==> src/rtl/wb_mem_pkg.sv <==
// Shared definitions for the Wishbone load/store/fetch unit:
// funct3 size encodings, response error codes, FSM states and a helper
// that sizes the optional watchdog counter.
package wb_mem_pkg;

    // funct3-style access size encodings (111 is always illegal)
    localparam logic [2:0] SZ_B  = 3'b000;
    localparam logic [2:0] SZ_H  = 3'b001;
    localparam logic [2:0] SZ_W  = 3'b010;
    localparam logic [2:0] SZ_D  = 3'b011;
    localparam logic [2:0] SZ_BU = 3'b100;
    localparam logic [2:0] SZ_HU = 3'b101;
    localparam logic [2:0] SZ_WU = 3'b110;

    // Response error codes
    localparam logic [1:0] ERR_NONE    = 2'b00;
    localparam logic [1:0] ERR_ALIGN   = 2'b01;
    localparam logic [1:0] ERR_BUS     = 2'b10;
    localparam logic [1:0] ERR_TIMEOUT = 2'b11;

    typedef enum logic [1:0] {
        ST_IDLE = 2'b00,
        ST_BUS  = 2'b01,
        ST_RESP = 2'b10
    } state_e;

    // Watchdog counter width: enough to hold the limit, clamped to 8..16 bits
    function automatic int tmo_cnt_width(input int cycles);
        int w;
        w = $clog2(cycles + 1);
        if (w < 8) begin
            return 8;
        end
        if (w > 16) begin
            return 16;
        end
        return w;
    endfunction

endpackage

==> src/rtl/wb_mem_if.sv <==
// Wishbone B4 classic bus bundle between the memory unit (master) and
// the unified memory (slave).
interface wb_mem_if #(
    parameter int ADDR_W = 32,
    parameter int DATA_W = 32
);
    localparam int SEL_W = DATA_W / 8;

    logic [ADDR_W-1:0] wb_adr_o;
    logic [DATA_W-1:0] wb_dat_o;
    logic [SEL_W-1:0]  wb_sel_o;
    logic              wb_we_o;
    logic              wb_cyc_o;
    logic              wb_stb_o;
    logic [DATA_W-1:0] wb_dat_i;
    logic              wb_ack_i;
    logic              wb_err_i;

    modport master (
        output wb_adr_o, wb_dat_o, wb_sel_o, wb_we_o, wb_cyc_o, wb_stb_o,
        input  wb_dat_i, wb_ack_i, wb_err_i
    );

    modport slave (
        input  wb_adr_o, wb_dat_o, wb_sel_o, wb_we_o, wb_cyc_o, wb_stb_o,
        output wb_dat_i, wb_ack_i, wb_err_i
    );

endinterface

==> src/rtl/wb_lane_align.sv <==
// Combinational byte-lane helper: builds the lane select and replicated
// store data, flags misaligned/illegal sizes, and aligns plus sign/zero
// extends read data from the bus.
module wb_lane_align
    import wb_mem_pkg::*;
#(
    parameter int DATA_W = 32
) (
    input  logic [2:0]          size,
    input  logic [2:0]          addr_lo,
    input  logic [DATA_W-1:0]   wdata,
    input  logic [DATA_W-1:0]   rdata_raw,
    output logic [DATA_W/8-1:0] sel,
    output logic [DATA_W-1:0]   wdata_rep,
    output logic                bad,
    output logic [DATA_W-1:0]   rdata_ext
);
    localparam int SEL_W  = DATA_W / 8;
    localparam int LANE_W = $clog2(SEL_W);

    logic [1:0]        width_code;
    logic [LANE_W-1:0] lane;
    logic [SEL_W-1:0]  keep;
    logic [DATA_W-1:0] shifted;
    logic              illegal;
    logic              misaligned;
    logic              sign_bit;
    logic              ext_bit;

    assign width_code = size[1:0];
    assign lane       = addr_lo[LANE_W-1:0];

    // Bytes covered by the access, before shifting onto the lane
    always_comb begin
        case (width_code)
            2'b00:   keep = SEL_W'(1);
            2'b01:   keep = SEL_W'(3);
            2'b10:   keep = SEL_W'(15);
            default: keep = '1;
        endcase
    end

    assign sel = keep << lane;

    // Size legality and natural-alignment check
    always_comb begin
        illegal = (size == 3'b111) ||
                  ((DATA_W == 32) && ((size == SZ_D) || (size == SZ_WU)));
        case (width_code)
            2'b01:   misaligned = addr_lo[0];
            2'b10:   misaligned = (addr_lo[1:0] != 2'b00);
            2'b11:   misaligned = (addr_lo[2:0] != 3'b000);
            default: misaligned = 1'b0;
        endcase
    end

    assign bad = illegal | misaligned;

    // Bring the addressed lane down to bit 0
    assign shifted = rdata_raw >> {lane, 3'b000};

    // Pick the top bit of the accessed field for sign extension
    always_comb begin
        case (width_code)
            2'b00:   sign_bit = shifted[7];
            2'b01:   sign_bit = shifted[15];
            2'b10:   sign_bit = shifted[31];
            default: sign_bit = shifted[DATA_W-1];
        endcase
    end

    // Unsigned variants (size[2] set) always fill with zeros
    assign ext_bit = ~size[2] & sign_bit;

    for (genvar gi = 0; gi < SEL_W; gi++) begin : g_byte
        logic [7:0] wbyte;

        assign rdata_ext[gi*8 +: 8] = keep[gi] ? shifted[gi*8 +: 8] : {8{ext_bit}};

        // Replicate the low byte/half/word of the store data into every lane
        always_comb begin
            case (width_code)
                2'b00:   wbyte = wdata[7:0];
                2'b01:   wbyte = wdata[(gi % 2)*8 +: 8];
                2'b10:   wbyte = wdata[(gi % 4)*8 +: 8];
                default: wbyte = wdata[gi*8 +: 8];
            endcase
        end

        assign wdata_rep[gi*8 +: 8] = wbyte;
    end

endmodule

==> src/rtl/wb_mem_unit.sv <==
// Wishbone B4 classic load/store/fetch master for the multicycle core.
// Accepts one request at a time, runs a single bus cycle and returns a
// one-cycle response with aligned/extended load data or an error code.
// Optional watchdog: define WB_TIMEOUT_EN to abort bus cycles that see
// no ACK/ERR within TIMEOUT_CYCLES cycles (error code 11).
module wb_mem_unit
    import wb_mem_pkg::*;
#(
    parameter int ADDR_W         = 32,
    parameter int DATA_W         = 32,
    parameter int TIMEOUT_CYCLES = 255
) (
    input  logic              clk,
    input  logic              rst,
    input  logic              req_valid,
    output logic              req_ready,
    input  logic              req_we,
    input  logic [2:0]        req_size,
    input  logic [ADDR_W-1:0] req_addr,
    input  logic [DATA_W-1:0] req_wdata,
    output logic              rsp_valid,
    output logic [DATA_W-1:0] rsp_rdata,
    output logic              rsp_err,
    output logic [1:0]        rsp_err_code,
    wb_mem_if.master          wb
);
    localparam int SEL_W  = DATA_W / 8;
    localparam int LANE_W = $clog2(SEL_W);

    state_e            state;
    logic [2:0]        size_reg;
    logic [2:0]        addr_lo_reg;
    logic              we_reg;

    logic [2:0]        al_size;
    logic [2:0]        al_addr;
    logic [SEL_W-1:0]  al_sel;
    logic [DATA_W-1:0] al_wdata;
    logic              al_bad;
    logic [DATA_W-1:0] al_rdata;
    logic              accept;
    logic              tmo_hit;

    assign accept = req_valid & req_ready;

    // Aligner sees the live request while idle, the latched one afterwards
    always_comb begin
        if (state == ST_IDLE) begin
            al_size = req_size;
            al_addr = req_addr[2:0];
        end else begin
            al_size = size_reg;
            al_addr = addr_lo_reg;
        end
    end

    wb_lane_align #(
        .DATA_W (DATA_W)
    ) u_align (
        .size      (al_size),
        .addr_lo   (al_addr),
        .wdata     (req_wdata),
        .rdata_raw (wb.wb_dat_i),
        .sel       (al_sel),
        .wdata_rep (al_wdata),
        .bad       (al_bad),
        .rdata_ext (al_rdata)
    );

`ifdef WB_TIMEOUT_EN
    localparam int CNT_W = tmo_cnt_width(TIMEOUT_CYCLES);

    logic [CNT_W-1:0] tmo_cnt;

    // The last BUS cycle of the budget is the one where the count reads limit-1
    assign tmo_hit = (state == ST_BUS) && (tmo_cnt == CNT_W'(TIMEOUT_CYCLES - 1));

    // Watchdog: cleared when a bus cycle starts, counts every BUS cycle
    always_ff @(posedge clk or posedge rst) begin
        if (rst) begin
            tmo_cnt <= '0;
        end else if (accept) begin
            tmo_cnt <= '0;
        end else if (state == ST_BUS) begin
            tmo_cnt <= tmo_cnt + 1'b1;
        end
    end
`else
    assign tmo_hit = 1'b0;
`endif

    // Control FSM with registered bus and response outputs
    always_ff @(posedge clk or posedge rst) begin
        if (rst) begin
            state        <= ST_IDLE;
            req_ready    <= 1'b1;
            size_reg     <= '0;
            addr_lo_reg  <= '0;
            we_reg       <= 1'b0;
            rsp_valid    <= 1'b0;
            rsp_rdata    <= '0;
            rsp_err      <= 1'b0;
            rsp_err_code <= ERR_NONE;
            wb.wb_adr_o  <= '0;
            wb.wb_dat_o  <= '0;
            wb.wb_sel_o  <= '0;
            wb.wb_we_o   <= 1'b0;
            wb.wb_cyc_o  <= 1'b0;
            wb.wb_stb_o  <= 1'b0;
        end else begin
            case (state)
                ST_IDLE: begin
                    if (accept) begin
                        size_reg    <= req_size;
                        addr_lo_reg <= req_addr[2:0];
                        we_reg      <= req_we;
                        req_ready   <= 1'b0;
                        if (al_bad) begin
                            // Reject without touching the bus
                            state        <= ST_RESP;
                            rsp_valid    <= 1'b1;
                            rsp_err      <= 1'b1;
                            rsp_err_code <= ERR_ALIGN;
                            rsp_rdata    <= '0;
                        end else begin
                            state       <= ST_BUS;
                            wb.wb_adr_o <= {req_addr[ADDR_W-1:LANE_W], {LANE_W{1'b0}}};
                            wb.wb_dat_o <= al_wdata;
                            wb.wb_sel_o <= al_sel;
                            wb.wb_we_o  <= req_we;
                            wb.wb_cyc_o <= 1'b1;
                            wb.wb_stb_o <= 1'b1;
                        end
                    end
                end
                ST_BUS: begin
                    if (wb.wb_err_i || wb.wb_ack_i || tmo_hit) begin
                        state       <= ST_RESP;
                        rsp_valid   <= 1'b1;
                        wb.wb_cyc_o <= 1'b0;
                        wb.wb_stb_o <= 1'b0;
                        wb.wb_we_o  <= 1'b0;
                        // ERR beats ACK; ACK beats the watchdog
                        if (wb.wb_err_i) begin
                            rsp_err      <= 1'b1;
                            rsp_err_code <= ERR_BUS;
                            rsp_rdata    <= '0;
                        end else if (wb.wb_ack_i) begin
                            rsp_err      <= 1'b0;
                            rsp_err_code <= ERR_NONE;
                            rsp_rdata    <= we_reg ? '0 : al_rdata;
                        end else begin
                            rsp_err      <= 1'b1;
                            rsp_err_code <= ERR_TIMEOUT;
                            rsp_rdata    <= '0;
                        end
                    end
                end
                ST_RESP: begin
                    state        <= ST_IDLE;
                    req_ready    <= 1'b1;
                    rsp_valid    <= 1'b0;
                    rsp_err      <= 1'b0;
                    rsp_err_code <= ERR_NONE;
                    rsp_rdata    <= '0;
                end
                default: begin
                    state     <= ST_IDLE;
                    req_ready <= 1'b1;
                end
            endcase
        end
    end

endmodule
==> src/flat_wrapper.sv <==
// flat-port wrapper written by rule: the top's interface ports become plain ports
module wb_mem_unit_flat import wb_mem_pkg::*;
#(
    parameter int ADDR_W         = 32,
    parameter int DATA_W         = 32,
    parameter int TIMEOUT_CYCLES = 255
)
  (clk, rst, req_valid, req_ready, req_we, req_size, req_addr, req_wdata, rsp_valid, rsp_rdata, rsp_err, rsp_err_code, wb_wb_adr_o, wb_wb_dat_o, wb_wb_sel_o, wb_wb_we_o, wb_wb_cyc_o, wb_wb_stb_o, wb_wb_dat_i, wb_wb_ack_i, wb_wb_err_i);
  wb_mem_if #(.ADDR_W(ADDR_W), .DATA_W(DATA_W)) wb_i ();
  input  logic clk;
  input  logic rst;
  input  logic req_valid;
  output logic req_ready;
  input  logic req_we;
  input  logic [2:0] req_size;
  input  logic [ADDR_W-1:0] req_addr;
  input  logic [DATA_W-1:0] req_wdata;
  output logic rsp_valid;
  output logic [DATA_W-1:0] rsp_rdata;
  output logic rsp_err;
  output logic [1:0] rsp_err_code;
  output wire logic [$bits(wb_i.wb_adr_o)-1:0] wb_wb_adr_o;
  output wire logic [$bits(wb_i.wb_dat_o)-1:0] wb_wb_dat_o;
  output wire logic [$bits(wb_i.wb_sel_o)-1:0] wb_wb_sel_o;
  output wire logic [$bits(wb_i.wb_we_o)-1:0] wb_wb_we_o;
  output wire logic [$bits(wb_i.wb_cyc_o)-1:0] wb_wb_cyc_o;
  output wire logic [$bits(wb_i.wb_stb_o)-1:0] wb_wb_stb_o;
  input wire logic [$bits(wb_i.wb_dat_i)-1:0] wb_wb_dat_i;
  input wire logic [$bits(wb_i.wb_ack_i)-1:0] wb_wb_ack_i;
  input wire logic [$bits(wb_i.wb_err_i)-1:0] wb_wb_err_i;
  assign wb_wb_adr_o = wb_i.wb_adr_o;
  assign wb_wb_dat_o = wb_i.wb_dat_o;
  assign wb_wb_sel_o = wb_i.wb_sel_o;
  assign wb_wb_we_o = wb_i.wb_we_o;
  assign wb_wb_cyc_o = wb_i.wb_cyc_o;
  assign wb_wb_stb_o = wb_i.wb_stb_o;
  assign wb_i.wb_dat_i = wb_wb_dat_i;
  assign wb_i.wb_ack_i = wb_wb_ack_i;
  assign wb_i.wb_err_i = wb_wb_err_i;
  wb_mem_unit #(.ADDR_W(ADDR_W), .DATA_W(DATA_W), .TIMEOUT_CYCLES(TIMEOUT_CYCLES)) u_core (.clk(clk), .rst(rst), .req_valid(req_valid), .req_ready(req_ready), .req_we(req_we), .req_size(req_size), .req_addr(req_addr), .req_wdata(req_wdata), .rsp_valid(rsp_valid), .rsp_rdata(rsp_rdata), .rsp_err(rsp_err), .rsp_err_code(rsp_err_code), .wb(wb_i));
endmodule
==> config.mk <==
export PLATFORM = sky130hd
export DESIGN_NAME = wb_mem_unit_flat
export DESIGN_NICKNAME = d
export VERILOG_FILES = /design/src/rtl/wb_mem_pkg.sv /design/src/rtl/wb_mem_if.sv /design/src/rtl/wb_lane_align.sv /design/src/rtl/wb_mem_unit.sv /design/src/flat_wrapper.sv
export SDC_FILE = /design/constraint.sdc
export NUM_CORES = 1
export LEC_CHECK = 0
export CAP_MARGIN = 5
export CORE_MARGIN = 8
export CORE_UTILIZATION = 30
export DETAILED_ROUTE_END_ITERATION = 8
export SETUP_SLACK_MARGIN = 0.02
export SYNTH_ARGS = -nofsm -noshare
export SYNTH_HDL_FRONTEND = slang
export SYNTH_SLANG_ARGS = --single-unit
export TNS_END_PERCENT = 50
==> constraint.sdc <==
create_clock -name clk -period 4.9 [get_ports clk]
set_input_delay 0.98 -clock clk [delete_from_list [all_inputs] [get_ports clk]]
set_output_delay 0.98 -clock clk [all_outputs]
set_load 0.03 [all_outputs]
== Word-level counts from Yosys, hierarchy flattened ==
Cells that the tools add are included.
Widths: inputs -> output; s select.

* Flip-flop bits (word level): 114
* Input bits: 105
* Output and inout bits: 108
* Logic and storage cells: 96

* Eq/ne operators: 12
* Shift-type cells: 2
* Muxes and demuxes: 46
* Bitwise gates (word level): 6
* Reduce and logical (&&, ||, !) cells: 16

{| class="wikitable"
|+ Operator list
! kind !! number
|-
| $mux 32 || 6
|-
| $pmux 32 s3 || 1
|-
| $mux 8 || 6
|-
| $shr 32x5->32 || 1
|-
| $mux 2 || 8
|-
| $pmux 8 s2 || 1
|-
| $mux 1 || 12
|-
| $pmux 1 s3 || 3
|-
| $pmux 1 s2 || 4
|-
| $pmux 4 s2 || 1
|-
| $reduce_and 4->1 || 2
|-
| $eq 2x2->1 const B || 3
|-
| $eq 3x3->1 const B || 2
|-
| $mux 3 || 2
|-
| $ne 2x1->1 const B || 3
|-
| $pmux 2 s3 || 1
|-
| $reduce_and 2->1 || 3
|-
| $reduce_bool 3->1 || 2
|-
| $eq 2x1->1 const B || 2
|-
| $logic_not 2->1 || 2
|-
| $pmux 2 s2 || 1
|-
| $reduce_bool 2->1 || 2
|-
| $shl 4x2->4 || 1
|-
| $eq 3x2->1 const B || 1
|-
| 7 further kinds || 12
|}

== Logic depth before layout (Yosys ltp) ==
* Word-level depth: 11
* Mapped depth: 11
* Depth with buffers taken out: 7

== By module ==
From an unflattened synthesis, not the netlist that was laid out.

* Cells, all modules: 534
* Area, all modules: 6004.5 µm²

{| class="wikitable"
|+ By module, submodules not included
! module !! instances !! cells each !! area an instance (µm²) !! seq. area each (µm²)
|-
| wb_mem_unit || 1 || 350 || 4799.6 || 2854.0
|-
| wb_lane_align || 1 || 184 || 1204.9 || 0.0
|}

== Least setup slack after synthesis ==
Ideal clock, no wire load.

* Path kind: input -> register
* Start: input port req_addr[1]
* End: register u_core.rsp_rdata[17]
* Setup time: 0.136 ns
* Arrival time: 2.282 ns
* Data required time: 4.764 ns
* Slack: 2.482 ns
* Stages: 7
* Path buffers: 2
* Cells stage by stage: mux2i_2 -> buf_6 -> mux2i_1 -> mux2i_4 -> o2111ai_4 -> buf_6 -> o211ai_1

* Longest elaborated chain between the ends: 10
* Elaborated cells on any way between the ends: 16
* Those cells by class: eq/ne (1); shift (1); mux (9); bitwise (2); reduce/logical (3)

{| class="wikitable"
|+ Ends and longest elaborated chain
! item !! RTL line !! RTL
|-
| start: declaration || flat_wrapper.sv:16 || <nowiki>input logic [ADDR_W-1:0] req_addr;</nowiki>
|-
| $mux 3 (*) || wb_mem_unit.sv:48 || <nowiki>if (state == ST_IDLE) begin</nowiki>
|-
| $shr 32x5->32 || wb_lane_align.sv:60 || <nowiki>assign shifted = rdata_raw >> {lane, 3'b000};</nowiki>
|-
| $pmux 1 s2 || wb_lane_align.sv:64 || <nowiki>case (width_code)</nowiki>
|-
| $and 1x1->1 || wb_lane_align.sv:73 || <nowiki>assign ext_bit = ~size[2] & sign_bit;</nowiki>
|-
| $mux 8 || wb_lane_align.sv:78 || <nowiki>assign rdata_ext[gi*8 +: 8] = keep[gi] ? shifted[gi*8 +: 8] : {8{ext_bit}};</nowiki>
|-
| $mux 32 || wb_mem_unit.sv:151 || <nowiki>rsp_rdata <= we_reg ? '0 : al_rdata;</nowiki>
|-
| $mux 32 || wb_mem_unit.sv:148 || <nowiki>end else if (wb.wb_ack_i) begin</nowiki>
|-
| $mux 32 || wb_mem_unit.sv:144 || <nowiki>if (wb.wb_err_i) begin</nowiki>
|-
| $mux 32 || wb_mem_unit.sv:137 || <nowiki>if (wb.wb_err_i || wb.wb_ack_i || tmo_hit) begin</nowiki>
|-
| $pmux 32 s3 || wb_mem_unit.sv:111 || <nowiki>case (state)</nowiki>
|-
| end signal: assignment || wb_mem_unit.sv:151 ||
|-
| end: declaration || wb_mem_unit.sv:22 || <nowiki>output logic [DATA_W-1:0] rsp_rdata,</nowiki>
|}

Every way passes the cells marked *; elsewhere a longest branch is shown, timed or not. The select of a mux whose other input is x is not followed.
A chain may end at the register's enable or synchronous reset.

== Final worst setup path ==
* Start: register u_core.state[0]
* End: register u_core.wb.wb_dat_o[29]

* Longest elaborated chain between the ends: 8
* Elaborated cells on any way between the ends: 19
* Those cells by class: eq/ne (6); mux (4); bitwise (2); reduce/logical (7)

{| class="wikitable"
|+ Ends and longest elaborated chain
! item !! RTL line !! RTL
|-
| start: declaration || wb_mem_unit.sv:30 || <nowiki>state_e state;</nowiki>
|-
| start signal: assignment || wb_mem_unit.sv:95 || <nowiki>state <= ST_IDLE;</nowiki>
|-
| start signal: assignment || wb_mem_unit.sv:120 || <nowiki>state <= ST_RESP;</nowiki>
|-
| start signal: assignment || wb_mem_unit.sv:126 || <nowiki>state <= ST_BUS;</nowiki>
|-
| $logic_not 2->1 (*) || wb_mem_unit.sv:48, wb_mem_unit.sv:111 ||
|-
| parallel branches: the longest is 7 deep, another holds $mux 3 || n/a ||
|-
| end signal: assignment || wb_mem_unit.sv:128 || <nowiki>wb.wb_dat_o <= al_wdata;</nowiki>
|-
| end: declaration || wb_mem_if.sv:20 || <nowiki>output wb_adr_o, wb_dat_o, wb_sel_o, wb_we_o, wb_cyc_o, wb_stb_o,</nowiki>
|}

Every way passes the cells marked *.

==> impl_results.md <==
- Antenna Nets Post-Route: 0
- Commonest cells post-synth: nand2_1 (199), dfrtp_1 (112), o21ai_0 (50), mux2i_1 (30)
- Worst EP required: 5.18 ns
- CTS tree: done
- Synthesized instance count: 583
- HP Class: flip-flop to flip-flop
- Clock root cell: clkbuf_16
- Largest area contributor in the netlist: dfrtp_1
- Core area: 18520 sq um
- Sw frac: 42.24%
- ANT cells: 0
- WL final: 18.91 mm
- Sequential cell fraction of total power: 24.9%
- Status: completed
- Final Total Pwr: 5.885 mW
- Crit Path Class: flip-flop to flip-flop
- Initial Util: 30.35%
- Total negative slack: 0 ns
- Post-detail-place hpwl: 13.77 mm
- Cell internal pwr: 3.399 mW
- Worst Setup SP: u_core.state[0]
- Cts hold-fix bufs: 0
- Worst slew pin tran: 1.026 ns
- Antenna violations before repair: 0
- Iter 0 DRT Violations: 286
- Nets: 894
- Clock Sinks: 113
- Post-synthesis async set-or-reset flop share: 100.0%
- GRT Total Usage: 16.28%
- Synth warnings: 0
- Critical path capture point type: flip-flop
- H-tree depth: 4
- Detailed Routing Iterations Pass 1: 4
- CTS resizes: 0
- Clk buf depth: 2
- Most numerous cell in the Yosys netlist: nand2_1
- Post-synth top area share: 49.87%
- DIE WIDTH: 152.9 um
- Combinational share of power: 51.7%
- Layout area overhead: 51.27%
- # IOs: 213
- Worst vdd ir: 0.3296 mV
- Final Skew: 0.009307 ns
- Unrepaired setup endpoints after global routing: false
- Syn_area_per_cell: 9.640 sq um
- Pwr dens: 692.2 nW/um^2
- Critical path arrival: 3.60 ns
- Register area share after synthesis: 50.33%
- WL per Instance: 18.32 um
- Largest regs: u_core.rsp_rdata x32, u_core.wb.wb_dat_o x32, u_core.wb.wb_adr_o x30
- Critical Path Source Type: flip-flop
- Die Area: 23370 sq um
- FP Rows: 50
- Area occupied by multi-input gates: 2519 sq um
- Clock Latency Late Sink: 0.41 ns
- Share of layout cells above drive strength 1: 9.524%
- Min-delay src: u_core.wb.wb_adr_o[2]
- Final period util: 67.84%
- Yosys reg bits: 113
- Clock Power Share: 23.4%
- Post-CTS setup buffer count: 0
- Via/cell ratio: 4.751
- CTS buffer count: 17
- Chip height: 152.9 um
- Slew HR: 31.44%
- DRC: 0
- Storage element area: 2829 sq um
- RePlAce Congestion: 0.8073
- Switching component of the power: 2.486 mW
- Max Freq: 300.8 MHz
- Fin util: 45.91%
- Leakage dissipation: 3.783 nW
- Maximum fanout along the worst path: 39
- Grt total ovfl: 0
- Number of global-route vias before repair: 5147
- Final hold vios: 0
- Global-route wire length before repair: 30.08 mm
- Leading post-synthesis cells by cell area: dfrtp_1 (50%), nand2_1 (13%), mux2i_1 (5.3%)
- R2r startpoint: u_core.state[0]
- Synth cell types: 53
- Max Cap Viol: 0
- EDFF count, synth: 0
- Worst-path clk slew: 0.05 ns
- FILL cells: 1766
- Final Max Tran Viols: 0
- Cell area after synthesis: 5620 sq um
- Largest net degree at the start of global routing: 56
- Via count: 4903
- Minimum clock period: 3.324 ns
- I/O Buffers: 210
- Finish-stage setup viols: 0
- Top FF cell, synth: dfrtp_1
[power groups by stage]
stage | combinational [mW] | clock [mW] | sequential, mW
after global placement | 3.05 | 0 | 1.47
after detailed placement | 3.08 | 0 | 1.47
final | 3.04 | 1.38 | 1.47
after global routing | 3.31 | 1.45 | 1.51
after CTS | 3.09 | 1.41 | 1.47
after floorplan | 1.48 | 0 | 2.03
[layout make-up]
class	count	area share, %
Clock buffer	21	5.533
Clock inverter	10	2.134
Inverter	6	0.2943
Multi-Input combinational cell	427	29.62
Sequential cell	113	33.27
Tap cell	234	3.444
Timing Repair Buffer	221	25.70
[metal layers]
metal  vias to the layer above  track usage (%)  wire, um
met5                         -                0         0
met4                         0            4.618       208
met3                        16            5.047      1194
met2                       132            26.28      9019
met1                      2343            20.66      8483
li1                       2412                -         -
[critical path, cell delays in order (launching register included)]
cell and delay (ns):
dfrtp_1 0.39, inv_1 0.11, ha_1 0.53, buf_4 0.32, nor3_1 0.10, nor2_2 0.40
a31o_2 0.69, buf_4 0.48, o21ai_0 0.15
[kinds of logic after synthesis]
logic type | count (synthesis) | synth area share, %
buffers and inverters | 44 | 5.298
other | 1 | 0.06672
AND/OR/NAND/NOR | 249 | 18.70
AO/OA/AOI/OAI | 120 | 14.27
adder cells (fa/ha/maj) | 3 | 0.6679
flip-flops | 113 | 50.33
multiplexers | 53 | 10.66
[per-stage QoR]
stage | instances | cell area, sq um | hold slack, ns | setup slack (ns)
4_1_cts | 1032 | 8502 | 0.4761 | 1.493
3_3_place_gp | 1001 | 7850 | 0.4568 | 1.256
6_report | 1032 | 8502 | 0.4667 | 1.576
3_5_place_dp | 1001 | 7850 | 0.4618 | 1.192
5_1_grt | 1032 | 8502 | 0.4965 | 1.236
2_1_floorplan | 584 | 5624 | 0.4804 | 0.9343
[path summary, 6_finish.rpt]
path | slack (ns) | end | cells past startpoint
min in group asynchronous | 1.04 | u_core.wb.wb_adr_o[25] | 2
min reg2reg | 0.47 | u_core.wb.wb_adr_o[2] | 2
min | 0.47 | u_core.wb.wb_adr_o[2] | 2
max reg2reg | 1.58 | u_core.wb.wb_dat_o[29] | 8
max in group asynchronous | 2.95 | u_core.rsp_rdata[20] | 3
max | 1.58 | u_core.wb.wb_dat_o[29] | 8
[placed cells by master (no fill, tap or decap), types with 3 or more instances in the layout]
cell type,count
nand2_1,199
a21oi_1,8
a22o_1,8
nand3_1,3
mux2_2,18
clkbuf_8,3
bufinv_16,5
a31oi_1,11
mux2i_1,29
nor3b_1,4
inv_1,5
clkbuf_16,17
mux2i_4,4
nand2b_1,9
buf_4,11
clkdlybuf4s50_1,210
a221oi_1,7
clkinv_2,3
o221ai_1,7
o211ai_1,9
dfrtp_1,112
o21ai_0,50
nor2_1,18
a22oi_1,8
ha_1,3
Note: power is estimated with default switching activity, not from simulation.
